File: src/rtl/seg_scan6.sv
`default_nettype none
// ============================================================================
// Module   : seg_scan6
// Purpose  : 6-digit common-anode 7-segment scanner for HH:MM:SS packed BCD,
//            with per-field blink and a blank cycle at the start of each slot.
//            Optional macro SEG_LEADING_ZERO_BLANK_EN blanks a leading-zero
//            hour tens digit.
// Revision : 1.0 - initial release
// ============================================================================
module seg_scan6 #(
    parameter int SCAN_DIV  = 50000,
    parameter int BLINK_DIV = 25000000
) (
    input  logic       clk,
    input  logic       rst_n,
    input  logic [7:0] hour_bcd,
    input  logic [7:0] min_bcd,
    input  logic [7:0] sec_bcd,
    input  logic [2:0] blink_mask,
    output logic [7:0] seg,
    output logic [5:0] sel
);

    localparam int PW = $clog2(SCAN_DIV);
    localparam int BW = $clog2((BLINK_DIV > 2) ? BLINK_DIV : 2);
    localparam logic [PW-1:0] c_scan_last  = PW'(SCAN_DIV - 1);
    localparam logic [BW-1:0] c_blink_last = BW'(BLINK_DIV - 1);

    logic [PW-1:0] presc_q, presc_d;
    logic [2:0]    idx_q, idx_d;
    logic [BW-1:0] blink_cnt_q, blink_cnt_d;
    logic          phase_q, phase_d;
    logic [7:0]    hour_q, hour_d, min_q, min_d, sec_q, sec_d;
    logic [7:0]    seg_q, seg_d;
    logic [5:0]    sel_q, sel_d;

    logic [3:0]    nibble;
    logic          field_blink;
    logic          lz_blank;
    logic          frame_start;

    function automatic logic [6:0] decode7(input logic [3:0] n);
        logic [6:0] s;
        case (n)
            4'd0:    s = 7'h40;
            4'd1:    s = 7'h79;
            4'd2:    s = 7'h24;
            4'd3:    s = 7'h30;
            4'd4:    s = 7'h19;
            4'd5:    s = 7'h12;
            4'd6:    s = 7'h02;
            4'd7:    s = 7'h78;
            4'd8:    s = 7'h00;
            4'd9:    s = 7'h10;
            default: s = 7'h3F;
        endcase
        return s;
    endfunction

    always_comb begin
        presc_d     = presc_q + PW'(1);
        idx_d       = idx_q;
        blink_cnt_d = blink_cnt_q + BW'(1);
        phase_d     = phase_q;
        hour_d      = hour_q;
        min_d       = min_q;
        sec_d       = sec_q;
        nibble      = 4'd0;
        field_blink = 1'b0;
        lz_blank    = 1'b0;
        sel_d       = 6'h3F;
        seg_d       = 8'hFF;

        if (presc_q == c_scan_last) begin
            presc_d = '0;
            idx_d   = (idx_q == 3'd5) ? 3'd0 : idx_q + 3'd1;
        end

        if (blink_cnt_q == c_blink_last) begin
            blink_cnt_d = '0;
            phase_d     = ~phase_q;
        end

        // Capture the whole time once per frame so a frame never mixes two times
        frame_start = (presc_q == '0) && (idx_q == 3'd0);
        if (frame_start) begin
            hour_d = hour_bcd;
            min_d  = min_bcd;
            sec_d  = sec_bcd;
        end

        case (idx_q)
            3'd0: begin nibble = sec_q[3:0];  field_blink = blink_mask[0]; end
            3'd1: begin nibble = sec_q[7:4];  field_blink = blink_mask[0]; end
            3'd2: begin nibble = min_q[3:0];  field_blink = blink_mask[1]; end
            3'd3: begin nibble = min_q[7:4];  field_blink = blink_mask[1]; end
            3'd4: begin nibble = hour_q[3:0]; field_blink = blink_mask[2]; end
            3'd5: begin nibble = hour_q[7:4]; field_blink = blink_mask[2]; end
            default: begin nibble = 4'd0;     field_blink = 1'b0;          end
        endcase

`ifdef SEG_LEADING_ZERO_BLANK_EN
        lz_blank = (idx_q == 3'd5) && (hour_q[7:4] == 4'd0);
`else
        lz_blank = 1'b0;
`endif

        if (presc_q != '0) begin
            sel_d = ~(6'b000001 << idx_q);
            if (!(phase_q && field_blink) && !lz_blank)
                seg_d = {~((idx_q == 3'd2) || (idx_q == 3'd4)), decode7(nibble)};
        end
    end

    always_ff @(posedge clk) begin
        if (!rst_n) begin
            presc_q     <= '0;
            idx_q       <= 3'd0;
            blink_cnt_q <= '0;
            phase_q     <= 1'b0;
            hour_q      <= 8'h00;
            min_q       <= 8'h00;
            sec_q       <= 8'h00;
            sel_q       <= 6'h3F;
            seg_q       <= 8'hFF;
        end else begin
            presc_q     <= presc_d;
            idx_q       <= idx_d;
            blink_cnt_q <= blink_cnt_d;
            phase_q     <= phase_d;
            hour_q      <= hour_d;
            min_q       <= min_d;
            sec_q       <= sec_d;
            sel_q       <= sel_d;
            seg_q       <= seg_d;
        end
    end

    assign seg = seg_q;
    assign sel = sel_q;

endmodule
`default_nettype wire

File: config.mk
export PLATFORM = sky130hd
export DESIGN_NAME = seg_scan6
export DESIGN_NICKNAME = d
export VERILOG_FILES = /design/src/rtl/seg_scan6.sv
export SDC_FILE = /design/constraint.sdc
export NUM_CORES = 1
export LEC_CHECK = 0
export CAP_MARGIN = 20
export CORE_MARGIN = 1
export CORE_UTILIZATION = 50
export DETAILED_ROUTE_END_ITERATION = 16
export PLACE_DENSITY = 0.82
export SKIP_LAST_GASP = 1
export SLEW_MARGIN = 25
export SYNTH_ARGS = -nofsm -noshare
export SYNTH_HDL_FRONTEND = slang
export SYNTH_SLANG_ARGS = --single-unit
File: constraint.sdc
create_clock -name clk -period 2.85 [get_ports clk]
set_clock_uncertainty 0.05 [all_clocks]
set_input_delay 0.7125 -clock clk [delete_from_list [all_inputs] [get_ports clk]]
set_output_delay 0.7125 -clock clk [all_outputs]
set_load 0.1 [all_outputs]
==> results_dict.tcl <==
set metrics [dict create \
    grt_first_pass_wirelength_um 12200 \
    synth_area_um2 3710 \
    synth.net_count 433 \
    cts_setup_buffers 0 \
    power.density_cell_area_nw_per_um2 555 \
    timing.hold.worst.class "reg2reg" \
    register_area_um2 1660 \
    die_h_um 88.2 \
    maxUsedRoutingLayer "met4" \
    cts.path.max_buffers 2 \
    pin_count 43 \
    vias 2874 \
    clock-sinks 83 \
    fp.coreArea_um2 7210 \
    post_synth.cell_area_avg_um2 9.40 \
    netlist.area_leader.share 0.447 \
    setup_tns_ns 0 \
    outcome "completed" \
    design_area_um2 4350 \
    critPathMostFrequentCell "sky130_fd_sc_hd__ha_1" \
    fillerInstances 641 \
    startpoint_type "flip-flop" \
    routed_length_per_placed_instance_um 13.8 \
    ant_nets 0 \
    cts_tree "built" \
    route.met2.wl_um 3710 \
    gate_count_of_the_mapped_netlist 395 \
    initial_antenna_violation_count 0 \
    setup_violations 0 \
    fp.dieArea_um2 7780 \
    htree_levels 3 \
    fp-row-count 31 \
    crit_path_max_incr_delay_ns 0.67 \
    placed_area_um2 4170 \
    cts-buffers-inserted 9 \
    ys_async_sr_fraction 0 \
    maxCapViolations 0 \
    met3_wire_length_um 296 \
    synth-main-ff-cell "sky130_fd_sc_hd__dfxtp_1" \
    timing.setup.critical_path_class "reg2reg" \
    wl_met1_um 3280 \
    fin_nets 476 \
    grt_setup_unrepaired "false" \
    multi_input_area_um2 1890 \
    cellLeakagePower_nw 1.69 \
    port_buffers 42 \
    cts-root-buf "sky130_fd_sc_hd__clkbuf_8" \
    synth_enable_flop_cells 0 \
    yosysMostFrequentCell "sky130_fd_sc_hd__dfxtp_1" \
    dp_hpwl_um 5440 \
    ys_ff_latch 83 \
    critPathCaptureType "flip-flop" \
    critical_path_top_delay_cell "sky130_fd_sc_hd__a222oi_1" \
    final_core_utilization 0.603 \
    grtUsageTotal 0.205 \
    layout-area-overhead-vs-synth_pct 17.1 \
    layout_cell_share_with_drive_strength_beyond_1 0.111 \
    achievable-frequency_mhz 389 \
    finalCriticalPeriod_ns 2.57 \
    max_slew.worst_pin.slew_ns 0.809 \
    wl_um 7450 \
    vdd.ir_drop.worst_v 0.000317 \
    initial_core_util 0.515 \
    worst-endpoint-required_ns 3.03 \
    grt_max_degree 30 \
    cts_resized 0 \
    num_antenna_cells 0 \
    timing.slew.headroom 0.456 \
    clkLatencyLatePin_ns 0.36 \
    drt_first_pass_iters 4 \
    critical_path.cell_chain "inv_1 -> ha_1 -> a222oi_1 -> ha_1 -> nor3_1 -> o31ai_1" \
    critical_path.max_fanout 9 \
    synth_largest_area_cell "sky130_fd_sc_hd__dfxtp_1" \
    holdBufCountCts 0 \
    register_area_share_after_synthesis 0.447 \
    die_w_um 88.2 \
    yosysUniqueCellTypes 50 \
    synth.top_cells.by_area "sky130_fd_sc_hd__dfxtp_1 (45%), sky130_fd_sc_hd__nor2_1 (7.8%), sky130_fd_sc_hd__mux2i_1 (7.3%), sky130_fd_sc_hd__xor2_1 (4.7%), sky130_fd_sc_hd__xnor2_1 (4.2%)" \
    gr-total-overflow 0 \
    drt_drc_violations_left 0 \
    commonest_cells_in_the_netlist "sky130_fd_sc_hd__dfxtp_1 (83), sky130_fd_sc_hd__nor2_1 (77), sky130_fd_sc_hd__mux2i_1 (27)" \
    yosys_warnings 0 \
    vias_per_cell 5.31 \
    cts.clk_slew.worst_paths_ns 0.08 \
    final-max-slew-violation-count 0 \
    final-hold-violation-count 0 \
    drt-initial-drc-count 154 \
    min_period_over_period 0.902 \
    via_count_of_the_first_global_routing_pass 2702 \
    gpl.final_weighted_congestion 0.844 \
    timing.critical_path.arrival_ns 2.75 \
]
==> cell families after synthesis <==
kind of cell | Yosys count | synth area share
AOI/OAI and AO/OA | 28 | 0.0529
buffers and inverters | 30 | 0.0431
muxes | 32 | 0.0940
and+or+nand+nor | 175 | 0.243
adders and majority gates | 9 | 0.0303
DFF | 83 | 0.447
xor gates and xnor gates | 38 | 0.0896
==> final cells by class <==
type,count,area share
flip-flops and latches,83,0.382
multi-input cells,282,0.435
well taps,99,0.0285
clock buffers,10,0.0293
inverters,12,0.0104
repair buffers,50,0.102
clock inverters,5,0.0127
==> flip-flops by register name, indices dropped and copies added, names as in the netlist <==
name	count
phase_q	1
min_q	8
presc_q	16
hour_q	8
seg	8
sel	6
blink_cnt_q	25
sec_q	8
idx_q	3
==> per-stage QoR <==
step,power (mW),cells,hold slack (ns),setup slack [ns]
final,2.41,541,0.427,0.281
after floorplan,1.53,395,0.376,0.566
after global placement,1.62,526,0.391,0.341
after global routing,2.52,541,0.454,0.133
after detailed placement,1.64,526,0.421,0.286
after CTS,2.44,541,0.436,0.276
==> path summary, 6_finish.rpt <==
kind / cells past startpoint / to / startpoint / slack [ns]
min reg2reg: 1 / blink_cnt_q[0]$_SDFF_PP0_ / blink_cnt_q[0]$_SDFF_PP0_ / 0.43
max: 6 / seg[3]$_SDFF_PP1_ / idx_q[2]$_SDFFE_PN0P_ / 0.28
min: 1 / blink_cnt_q[0]$_SDFF_PP0_ / blink_cnt_q[0]$_SDFF_PP0_ / 0.43
max reg2reg: 6 / seg[3]$_SDFF_PP1_ / idx_q[2]$_SDFFE_PN0P_ / 0.28
==> power breakdown <==
group | internal, mW | switching [mW] | leakage, nW
combinational | 0.145 | 0.222 | 0.924
sequential | 1.21 | 0.0311 | 0.677
clock | 0.397 | 0.407 | 0.0881
total | 1.75 | 0.659 | 1.69
==> worst max-delay path, delay by kind of cell, from the launching register on <==
family	cells	cell delay, ns
and+or+nand+nor	1	0.26
DFF	1	0.55
AOI/OAI and AO/OA	2	0.78
adders and majority gates	2	0.67
buffers and inverters	1	0.14
==> per-layer routing <==
layer  vias up  GRT usage
li1       1437          -
met1      1371      0.249
met2        54      0.345
met3        12     0.0509
met4         0     0.0880
met5         -          0
==> placed cells by master (no fill, tap or decap), types with 7 or more instances in the layout <==
master | Yosys | routed
sky130_fd_sc_hd__nand3_1 | 24 | 24
sky130_fd_sc_hd__clkbuf_8 | 0 | 9
sky130_fd_sc_hd__nand4_1 | 7 | 7
sky130_fd_sc_hd__clkdlybuf4s50_1 | 0 | 28
sky130_fd_sc_hd__nand2_1 | 18 | 18
sky130_fd_sc_hd__nor3_1 | 7 | 7
sky130_fd_sc_hd__mux2i_1 | 27 | 27
sky130_fd_sc_hd__and3_1 | 12 | 12
sky130_fd_sc_hd__ha_1 | 9 | 9
sky130_fd_sc_hd__inv_1 | 10 | 10
sky130_fd_sc_hd__dfxtp_1 | 83 | 83
sky130_fd_sc_hd__nor2_1 | 77 | 77
sky130_fd_sc_hd__xnor2_1 | 18 | 18
sky130_fd_sc_hd__xor2_1 | 20 | 20
sky130_fd_sc_hd__buf_4 | 1 | 22
No activity file was read; power rests on OpenSTA's default activity.
